<file path="src/rtl/uart_pkg.sv">
// Shared UART definitions: transmitter state type, frame constants and small
// helper functions used by both the transmitter and the future receiver.
package uart_pkg;

  typedef enum logic [2:0] {
    IDLE   = 3'd0,
    REQ    = 3'd1,
    LOAD   = 3'd2,
    START  = 3'd3,
    DATA   = 3'd4,
    PARITY = 3'd5,
    STOP   = 3'd6
  } tx_state_t;

  localparam int   UART_DATA_BITS = 8;
  localparam logic UART_IDLE      = 1'b1;

  // Bit-timer width; never narrower than one bit.
  function automatic int bit_timer_w(input int clks);
    return (clks < 2) ? 1 : $clog2(clks);
  endfunction

  function automatic logic even_parity(input logic [UART_DATA_BITS-1:0] d);
    return ^d;
  endfunction

endpackage

</file>
<file path="src/rtl/uart_baud_cnt.sv">
// Bit-period counter: tick marks the last ck cycle of every bit period,
// clr holds the count at zero while no bit is being timed.
module uart_baud_cnt
  import uart_pkg::*;
#(
  parameter int CLKS_PER_BIT = 16
) (
  input  logic ck,
  input  logic rst,
  input  logic clr,
  output logic tick
);

  localparam int W = bit_timer_w(CLKS_PER_BIT);
  localparam logic [W-1:0] LAST = W'(CLKS_PER_BIT - 1);

  logic [W-1:0] cnt_r;

  assign tick = (cnt_r == LAST);

  // Count up, wrapping only at the end of a bit period.
  always_ff @(posedge ck or negedge rst) begin
    if (!rst) begin
      cnt_r <= '0;
    end else if (clr || tick) begin
      cnt_r <= '0;
    end else begin
      cnt_r <= cnt_r + W'(1);
    end
  end

endmodule

</file>
<file path="src/rtl/fifo_uart_tx.sv">
// FIFO-draining UART transmitter: pops one byte at a time from the byte FIFO
// and sends it as an 8N1 frame (optionally with even parity) on txd.
module fifo_uart_tx
  import uart_pkg::*;
#(
  parameter int CLKS_PER_BIT = 16,
  parameter bit PARITY_EN    = 1'b0
) (
  input  logic       ck,
  input  logic       rst,
  input  logic       en,
  input  logic       Fempty,
  input  logic [7:0] Fdout,
  output logic       Ren,
  output logic       txd,
  output logic       busy,
  output logic       tx_done
);

  localparam int IDX_W = $clog2(UART_DATA_BITS);
  localparam logic [IDX_W-1:0] LAST_IDX = IDX_W'(UART_DATA_BITS - 1);

  tx_state_t                 state_r, state_s;
  logic [UART_DATA_BITS-1:0] shift_r, shift_s;
  logic [IDX_W-1:0]          idx_r, idx_s;
  logic                      par_r, par_s;
  logic                      txd_r, txd_s;
  logic                      ren_r, ren_s;
  logic                      done_r, done_s;
  logic                      clr_s, tick_s;

  uart_baud_cnt #(.CLKS_PER_BIT(CLKS_PER_BIT)) u_baud (
    .ck   (ck),
    .rst  (rst),
    .clr  (clr_s),
    .tick (tick_s)
  );

  // Next-state and next-output decode.
  always_comb begin
    state_s = state_r;
    shift_s = shift_r;
    idx_s   = idx_r;
    par_s   = par_r;
    txd_s   = txd_r;
    ren_s   = 1'b0;
    done_s  = 1'b0;
    clr_s   = 1'b1;
    case (state_r)
      IDLE: begin
        txd_s = UART_IDLE;
        if (en && !Fempty) begin
          ren_s   = 1'b1;
          state_s = REQ;
        end else begin
          state_s = IDLE;
        end
      end
      REQ: begin
        state_s = LOAD;
      end
      LOAD: begin
        shift_s = Fdout;
        par_s   = even_parity(Fdout);
        txd_s   = 1'b0;
        state_s = START;
      end
      START: begin
        clr_s = 1'b0;
        if (tick_s) begin
          txd_s   = shift_r[0];
          idx_s   = '0;
          state_s = DATA;
        end else begin
          state_s = START;
        end
      end
      DATA: begin
        clr_s = 1'b0;
        if (!tick_s) begin
          state_s = DATA;
        end else if (idx_r != LAST_IDX) begin
          // Next data bit is the one about to land in shift[0].
          shift_s = {1'b0, shift_r[UART_DATA_BITS-1:1]};
          idx_s   = idx_r + IDX_W'(1);
          txd_s   = shift_r[1];
          state_s = DATA;
        end else if (PARITY_EN) begin
          txd_s   = par_r;
          state_s = PARITY;
        end else begin
          txd_s   = UART_IDLE;
          state_s = STOP;
        end
      end
      PARITY: begin
        clr_s = 1'b0;
        if (tick_s) begin
          txd_s   = UART_IDLE;
          state_s = STOP;
        end else begin
          state_s = PARITY;
        end
      end
      STOP: begin
        clr_s = 1'b0;
        if (tick_s) begin
          done_s  = 1'b1;
          state_s = IDLE;
        end else begin
          state_s = STOP;
        end
      end
      default: begin
        txd_s   = UART_IDLE;
        state_s = IDLE;
      end
    endcase
  end

  // State and registered outputs.
  always_ff @(posedge ck or negedge rst) begin
    if (!rst) begin
      state_r <= IDLE;
      shift_r <= '0;
      idx_r   <= '0;
      par_r   <= 1'b0;
      txd_r   <= UART_IDLE;
      ren_r   <= 1'b0;
      done_r  <= 1'b0;
    end else begin
      state_r <= state_s;
      shift_r <= shift_s;
      idx_r   <= idx_s;
      par_r   <= par_s;
      txd_r   <= txd_s;
      ren_r   <= ren_s;
      done_r  <= done_s;
    end
  end

  assign Ren     = ren_r;
  assign txd     = txd_r;
  assign tx_done = done_r;
  assign busy    = (state_r != IDLE);

endmodule

</file>
<file path="config.mk">
export PLATFORM = sky130hd
export DESIGN_NAME = fifo_uart_tx
export DESIGN_NICKNAME = d
export VERILOG_FILES = /design/src/rtl/uart_pkg.sv /design/src/rtl/uart_baud_cnt.sv /design/src/rtl/fifo_uart_tx.sv
export SDC_FILE = /design/constraint.sdc
export NUM_CORES = 1
export LEC_CHECK = 0
export CAP_MARGIN = 10
export CORE_UTILIZATION = 48
export CTS_BUF_LIST = sky130_fd_sc_hd__clkbuf_16
export DETAILED_ROUTE_END_ITERATION = 8
export PLACE_DENSITY = 0.74
export SYNTH_ARGS = -nofsm -noshare
export SYNTH_HDL_FRONTEND = slang
export SYNTH_SLANG_ARGS = --single-unit
</file>
<file path="constraint.sdc">
create_clock -name ck -period 1.5 [get_ports ck]
set_input_delay 0.3 -clock ck [delete_from_list [all_inputs] [get_ports ck]]
set_output_delay 0.3 -clock ck [all_outputs]
set_load 0.05 [all_outputs]
</file>
; Word-level counts from Yosys, hierarchy flattened
; Index checks and enable logic that the tools add are counted.
[word_totals]
reg_bits = 21
elab_cells = 59
inputBits = 12
[op_classes]
mux = 25
eq_ne = 12
n_reduce_logical = 12
n_addsub = 2
bitwise_logic = 1
[op_table]
columns = cell, count
row1 = 3-bit case mux with 7 select lines, 1
row2 = 8-bit 2-to-1 mux, 2
row3 = 8-bit case mux with 2 select lines, 1
row4 = 3-bit 2-to-1 mux, 5
row5 = 1-bit 2-to-1 mux, 10
row6 = 3-bit == test (second input constant), 3
row7 = 2-bit inequality test (second input constant), 4
row8 = 4-bit AND reduction, 2
row9 = 3-bit by 2-bit == test with 1-bit output (second input constant), 2
row10 = 2-bit 2-to-1 mux, 3
row11 = 3-bit case mux with 2 select lines, 1
row12 = 1-bit case mux with 5 select lines, 1
row13 = 4-bit by 1-bit adder with 4-bit output (second input constant), 1
row14 = 4-bit == test (second input constant), 1
row15 = 4-bit 2-to-1 mux, 1
row16 = 2-bit nonzero test, 2
row17 = 4-bit OR reduction, 1
row18 = 3-bit by 1-bit adder with 3-bit output (second input constant), 1
row19 = 3-bit by 1-bit == test with 1-bit output (second input constant), 1
row20 = 3-bit logical NOT, 1
row21 = 3-bit inequality test (second input constant), 1
row22 = 3-bit AND reduction, 1
row23 = 3-bit nonzero test, 1
row24 = 2-bit OR reduction, 1
row25 = other kinds (4), 4

; Logic depth before layout (Yosys ltp)
; Gate-level depths: netlist of the first run.
[depth]
depth_word = 5
ltp_mapped = 5
ltp_nobuf = 5

; Hierarchy
; From an unflattened synthesis of the first run, not the netlist that was laid out.
[hier_totals]
cells_unflattened = 97
hier_area_um2 = 1158.6
[modules_own_cells]
columns = mod, n_inst, area_per_inst_um2, seq_area_each_um2, cells_per_inst
row1 = fifo_uart_tx, 1, 987.2, 426.7, 84
row2 = uart_baud_cnt, 1, 171.4, 100.1, 13

; Least setup slack after synthesis of the first run
; Ideal clock, no wire load.
[synth_path]
path_kind = flip-flop to flip-flop
startpoint = register idx_r[0]
endpoint = register shift_r[0]
path_stages_with_launch = 6
t_arrival_ns = 1.471
period_less_slack_ns = 1.611
setup_slack_ns = -0.111
required_time_ns = 1.360
setup_time_ns = 0.140
path_cell_list = dfrtp_1 > ha_1 > ha_1 > nor4b_4 > a2bb2oi_2 > o22ai_1
[synth_between]
elab_chain_len = 3
[synth_rtl]
columns = element, line
row1 = from (decl), fifo_uart_tx.sv:25  ; logic [IDX_W-1:0] idx_r, idx_s;
row2 = from (signal assigned), fifo_uart_tx.sv:134  ; idx_r <= idx_s;
row3 = 3-bit inequality test, fifo_uart_tx.sv:82  ; end else if (idx_r != LAST_IDX) begin
row4 = 2-bit inequality test (no line), -
row5 = 3-bit AND reduction (no line), -
row6 = to (signal assigned), fifo_uart_tx.sv:133  ; shift_r <= shift_s;
row7 = to (decl), fifo_uart_tx.sv:24  ; logic [UART_DATA_BITS-1:0] shift_r, shift_s;
; Every way passes these cells.
; A chain may end at the register's enable or synchronous reset.

; Worst setup path after layout of the first run
[layout_path]
startpoint = register idx_r[0]
endpoint = register idx_r[0]
[layout_between]
elab_chain_len = 4
[layout_rtl]
columns = element, line
row1 = 3-bit by 1-bit adder with 3-bit output, fifo_uart_tx.sv:85  ; idx_s = idx_r + IDX_W'(1);
row2 = 3-bit 2-to-1 mux, fifo_uart_tx.sv:82
row3 = 3-bit 2-to-1 mux, fifo_uart_tx.sv:80  ; if (!tick_s) begin
row4 = 3-bit case mux with 2 select lines, fifo_uart_tx.sv:49  ; case (state_r)
; Several ways; a longest one is shown, not always the timed one. The select of a mux whose other input is x is not followed.

==> results of run 1 <==
==> kinds of logic after synthesis <==
| group | after synthesis |
|---|---|
| DFF | 21 |
| AOI/OAI and AO/OA | 28 |
| and+or+nand+nor | 37 |
| muxes | 8 |
| xor gates and xnor gates | 2 |
| adders and majority gates | 3 |
| buffers and inverters | 18 |
==> worst max-delay path by stage <==
| stage | startpoint | to | slack (ns) | depth (start not counted) |
|---|---|---|---|---|
| after floorplan | idx_r[0] | shift_r[0] | -0.003 | 5 |
| after global placement | idx_r[1] | shift_r[2] | -0.02 | 6 |
| after detailed placement | idx_r[1] | shift_r[3] | -0.07 | 6 |
| after CTS | idx_r[0] | idx_r[0] | -0.08 | 5 |
| after global routing | idx_r[0] | shift_r[0] | -0.19 | 6 |
| final | idx_r[0] | idx_r[0] | -0.14 | 5 |
==> area by class of cell <==
cell class                      count  area share [%]
Sequential cell                    21            31.8
Tap cell                           28            2.11
Clock buffer                        3            4.52
Timing Repair Buffer               33            20.0
Inverter                           10            2.26
Multi-Input combinational cell     78            39.0
Clock inverter                      1           0.301
==> layer usage <==
metal	wire length [um]	GRT usage, %
met5	0	0
met4	78	7.46
met1	1290	31.7
met2	1410	36.3
met3	55	1.74
==> flip-flops by register name, summed over array words and instances, names as in the netlist <==
signal        flops
shift_r           8
u_baud.cnt_r      4
idx_r             3
state_r           3
Ren               1
tx_done           1
txd               1
==> synth_stat cells, types with 2 or more instances <==
library cell / count / area [um^2]
nor2b_1: 2 / 12.5
and3_1: 2 / 12.5
dfrtp_1: 20 / 500
nand2_1: 5 / 18.8
clkbuf_1: 4 / 15.0
xor2_1: 2 / 17.5
o22ai_1: 7 / 43.8
a21oi_1: 3 / 15.0
o21ai_0: 3 / 15.0
nand4_1: 2 / 12.5
inv_1: 10 / 37.5
nor2_1: 7 / 26.3
mux2i_1: 7 / 70.1
buf_6: 2 / 22.5
a31oi_1: 2 / 12.5
and4_1: 7 / 61.3
a22o_1: 3 / 26.3
nand3_1: 2 / 10.0
ha_1: 3 / 37.5
==> critical path, cell delays in order (launching register included) <==
cell     delay [ns]
dfrtp_1        0.39
ha_2           0.21
ha_4           0.17
nor4b_4        0.33
o21ai_1        0.14
mux2_2         0.29
==> power by group <==
group          switching (mW)  leakage (nW)  internal (mW)  total, mW
logic                  0.0342         0.492         0.0486     0.0828
clock network           0.209        0.0409          0.358      0.567
registers             0.00782         0.244          0.579      0.586
total                   0.251         0.776          0.985       1.24
==> what timing repair did <==
| item | CTS | global route |
|---|---|---|
| endpoints found under the setup margin | 10 | 12 |
| resized for setup | 7 | 6 |
| pin swaps | 0 | 3 |
| buffers inserted | 3 | 2 |
==> through the flow <==
| step | setup WS, ns | power (mW) | hold slack (ns) | utilization (%) |
|---|---|---|---|---|
| global placement | -0.0194 | 0.673 | 0.456 | 65.2 |
| global route | -0.190 | 1.28 | 0.439 | 72.3 |
| floorplan | -0.00340 | 0.621 | 0.00441 | - |
| detailed placement | -0.0749 | 0.675 | 0.457 | 65.2 |
| finish | -0.137 | 1.24 | 0.385 | 72.3 |
| CTS | -0.0813 | 1.24 | 0.399 | 71.1 |
==> cells in the final DEF, fill, tap and decap left out, types with 2 or more instances in the layout <==
cell / instances
nand2_1: 4
a31oi_1: 2
buf_12: 4
nor2_1: 5
nand3_1: 2
a22o_1: 3
mux2i_1: 7
o21ai_0: 2
o22ai_2: 4
dfrtp_1: 19
buf_4: 16
clkbuf_16: 3
and4_1: 7
xor2_1: 2
and3_1: 2
a21oi_1: 3
nand4_1: 2
clkdlybuf4s50_1: 11
inv_1: 9
nor2b_1: 2
o21ai_1: 2
buf_6: 2
o22ai_1: 3
==> impl_metrics.py, run 1 <==
metrics = {
    "sta": {
        "worst_pin_slew_ns": 0.432,
        "timing.final.crit_share_pct": 109,
        "setup_viol": 11,
        "hold_violations": 0,
        "tns_ns": -1.21,
        "max_freq_ghz": 0.611,
        "slew_viol_final": 0,
        "slew-limit-headroom_pct": 71.2,
        "min_period_ns": 1.64,
        "setup_ws_ns": -0.137,
        "finalClockSkew_ns": 0.00494,
        "rsz0062_at_grt": "true",
    },
    "cts": {
        "clkTransAtPathRegs_ns": 0.06,
        "cts_buffer_depth": 2,
        "cts.root.buffer_cell": "clkbuf_16",
        "htreeDepth": 1,
        "cts.sink_count": 21,
        "cts_made_buffers": 3,
        "postCtsHoldBufs": 0,
        "cts_tree": "yes",
        "clock_latency_ns": 0.25,
    },
    "global_routing": {
        "grt_pass1_vias": 981,
        "antenna_found_initial": 0,
        "grt_overflow": 0,
        "grt_usage_pct": 22.5,
        "grt_pass1_wl_um": 4500,
        "grt_max_degree": 22,
    },
    "placement": {
        "gp_congestion": 0.816,
        "place_hpwl_um": 1910,
        "port_buffers": 15,
        "placed_area_um2": 1500,
        "dpl.cell_count": 165,
    },
    "final_layout": {
        "diodes": 0,
        "multiInputGateArea_um2": 648,
        "instances_no_fill": 174,
        "areaGrowthSynthToFinish_pct": 37.3,
        "final_cell_area_um2": 1660,
        "nets": 162,
        "nFillCells": 164,
        "seq_area_um2": 528,
        "drive_above_1_share_pct": 30.1,
    },
    "detailed_routing": {
        "viasPerCell": 5.88,
        "drtIter0Drc": 35,
        "via_count": 1023,
        "route.detailed.drc": 0,
        "drt_pass1_iterations": 4,
        "ant_nets": 0,
        "wl_per_cell_um": 16.3,
        "wl_um": 2830,
    },
    "logic_synthesis": {
        "synth_seq_cells": 21,
        "syn_avg_cell_area_um2": 10.3,
        "ys_types": 43,
        "syn_area_um2": 1210,
        "synth_xor_area_share_pct": 1.45,
        "synth_compound_area_share_pct": 16.4,
        "muxShareOfSynthArea_pct": 6.72,
        "ys.flop_type": "dfrtp_1",
        "yosysSeqAreaShare_pct": 43.5,
        "synth_top_family_by_area": "simple AND/OR/NAND/NOR gates",
        "synth-adder-area-share_pct": 3.10,
        "syn_nets": 132,
        "synth-edff-count": 0,
        "ys_warn_count": 0,
        "synth_simple_gate_area_share_pct": 21.5,
        "async_reset_ff_share_pct": 100,
        "syn_inst": 117,
    },
    "critical_path": {
        "rr_startpoint": "idx_r[0]",
        "reg2reg_to": "idx_r[0]",
        "rrSetupSlack_ns": -0.14,
        "startpoint_type": "flop",
        "critPathKind": "flop to flop",
        "cp-end-kind": "flop",
        "cp_max_fo": 3,
        "required_ns": 1.64,
        "critPathArrivalTime_ns": 1.77,
        "r2r_cells": 5,
    },
    "floorplan": {
        "die_h_um": 52.2,
        "dieArea_um2": 2730,
        "start_util_pct": 52.7,
        "num_rows": 17,
        "die_x_um": 52.2,
        "core_um2": 2300,
        "io_pins": 16,
    },
    "power": {
        "p_leak_nw": 0.776,
        "powerDensity_nw_per_um2": 744,
        "vdd_ir_drop_max_mv": 0.568,
    },
    "min_path": {
        "hp-class": "primary input to async pin",
    },
    "job": {
        "max_cap_violations": 0,
    },
    "run_status": {
        "violations": "setup timing",
        "status": "finished, violations left",
    },
}
Note: power is estimated with default switching activity, not from simulation.
==> run 2: changes to the inputs <==
CORE_MARGIN = 2   (was default)
==> run 2 against run 1 <==
Sequential power hardly changed. Setup slack improved by 0.036 ns. The flow still finishes with violations (setup timing). Largest power group unchanged. Sequential share of layout area down 0.81 points. Via count down 2.9%. Fmax increased by 2.3%. Critical path type unchanged. Largest cell class unchanged.
==> impl_metrics.py, run 2 (synthesis results as in run 1) <==
metrics = {
    "run_status": {
        "status": "finished, violations left",
        "violations": "setup timing",
    },
    "global_routing": {
        "grt_pass1_wl_um": 4640,
        "grt_usage_pct": 22.9,
        "grt_overflow": 0,
        "grt_pass1_vias": 976,
        "grt_max_degree": 22,
        "antenna_found_initial": 0,
    },
    "cts": {
        "cts_made_buffers": 3,
        "postCtsHoldBufs": 0,
        "htreeDepth": 1,
        "clkTransAtPathRegs_ns": 0.06,
        "cts.root.buffer_cell": "clkbuf_16",
        "clock_latency_ns": 0.26,
        "cts.sink_count": 21,
        "cts_buffer_depth": 2,
        "cts_tree": "yes",
    },
    "final_layout": {
        "largest_reg_flops": 8,
        "nets": 165,
        "areaGrowthSynthToFinish_pct": 41.3,
        "post-route-util_pct": 70.3,
        "diodes": 0,
        "reg_top3": "shift_r (8), u_baud.cnt_r (4)",
        "final_common_cell": "dfrtp_1",
        "drive_above_1_share_pct": 29.5,
        "nFillCells": 182,
        "multiInputGateArea_um2": 643,
        "seq_area_um2": 529,
        "largest_register": "shift_r",
        "layout_common_cells": "dfrtp_1 (18), buf_4 (14), clkdlybuf4s50_1 (11)",
    },
    "critical_path": {
        "cp-end-kind": "flop",
        "required_ns": 1.61,
        "cp_max_fo": 8,
        "critPathArrivalTime_ns": 1.71,
        "startpoint_type": "flop",
        "critPathKind": "flop to flop",
    },
    "detailed_routing": {
        "wl_um": 2890,
        "ant_nets": 0,
        "viasPerCell": 5.55,
        "route.detailed.drc": 0,
        "via_count": 993,
        "drtIter0Drc": 35,
        "wl_per_cell_um": 16.1,
        "drt_pass1_iterations": 4,
    },
    "sta": {
        "finalClockSkew_ns": 0.00200,
        "slew_viol_final": 0,
        "hold_violations": 0,
        "max_freq_ghz": 0.625,
        "timing.final.crit_share_pct": 107,
        "setup_viol": 10,
        "min_period_ns": 1.60,
        "rsz0062_at_grt": "true",
        "slew-limit-headroom_pct": 61.2,
        "setup_ws_ns": -0.101,
        "worst_pin_slew_ns": 0.580,
        "timing.hold.ws_ns": 0.394,
    },
    "power": {
        "intPower_mw": 0.982,
        "vdd_ir_drop_max_mv": 0.731,
        "p_sw_share_pct": 20.3,
        "clkPwrFrac_pct": 45.9,
        "comb_power_share_pct": 6.5,
        "seq_power_share_pct": 47.6,
        "net-switching-power_mw": 0.250,
        "p_leak_nw": 0.796,
        "powerDensity_nw_per_um2": 721,
    },
    "placement": {
        "gp_congestion": 0.841,
        "place_hpwl_um": 1900,
        "port_buffers": 15,
    },
    "floorplan": {
        "num_rows": 18,
        "io_pins": 16,
        "core_um2": 2430,
        "start_util_pct": 49.7,
        "die_h_um": 54.2,
        "dieArea_um2": 2940,
        "die_x_um": 54.2,
    },
    "min_path": {
        "hp-class": "primary input to async pin",
    },
    "job": {
        "max_cap_violations": 0,
    },
}
run 2: cell types whose count changed in the layout (fill, tap and decap cells not counted), sizes merged:
cell | previous run | this run
buf | 22 | 25
clkinv | 1 | 0
inv | 10 | 11
run 2: layout make-up:
cell class | instances | area share [%]
well taps | 30 | 2.20
multi-input cells | 78 | 37.6
inverters | 10 | 2.34
clock buffers | 3 | 4.39
flip-flops and latches | 21 | 31.0
repair buffers | 36 | 22.3
clock inverters | 1 | 0.220
run 2: repair_timing:
action                                  4_1_cts  5_1_grt
resized for setup                             5       13
endpoints found under the setup margin       10       13
cloned                                        0        1
pin swaps                                     0        5
buffers inserted                              2        5
run 2: worst paths after layout:
path / startpoint / to / slack, ns / cells after the start
max: idx_r[0] / shift_r[3] / -0.10 / 6
max reg2reg: idx_r[0] / shift_r[3] / -0.10 / 6
max in group asynchronous: rst / txd / 0.83 / 2
min in group ck: u_baud.cnt_r[0] / u_baud.cnt_r[0] / 0.47 / 1
min: rst / state_r[0] / 0.39 / 2
min reg2reg: u_baud.cnt_r[0] / u_baud.cnt_r[0] / 0.47 / 1
run 2: stage by stage:
step / power (mW) / setup WS [ns] / area (um^2) / cells / setup TNS, ns
2_1_floorplan: 0.621 / -0.00340 / 1220 / 117 / -0.0238
3_3_place_gp: 0.673 / -0.0222 / 1510 / 168 / -0.146
4_1_cts: 1.24 / -0.0924 / 1620 / 174 / -0.800
5_1_grt: 1.27 / -0.163 / 1710 / 179 / -1.39
6_report: 1.23 / -0.101 / 1710 / 179 / -0.794
3_5_place_dp: 0.675 / -0.0965 / 1510 / 168 / -0.724
run 2: power by group through the flow:
stage	combinational (mW)	clock, mW	sequential [mW]
floorplan	0.0230	0	0.598
detailed placement	0.0799	0	0.595
CTS	0.0813	0.572	0.586
finish	0.0803	0.566	0.586
global placement	0.0774	0	0.595
global route	0.0886	0.599	0.587
run 2: layer usage:
metal	part of all wire, %	up-vias	GRT usage, %
met5	0	-	0
met4	1.8	0	10.0
met3	2.9	5	4.17
met2	49	14	35.5
met1	47	479	31.0
li1	-	495	-
run 2: worst max-delay path: stages (launching register included):
cell,delay (ns)
dfrtp_1,0.39
ha_2,0.21
ha_4,0.17
nor4b_4,0.29
a2bb2oi_2,0.17
buf_6,0.15
o22ai_1,0.08
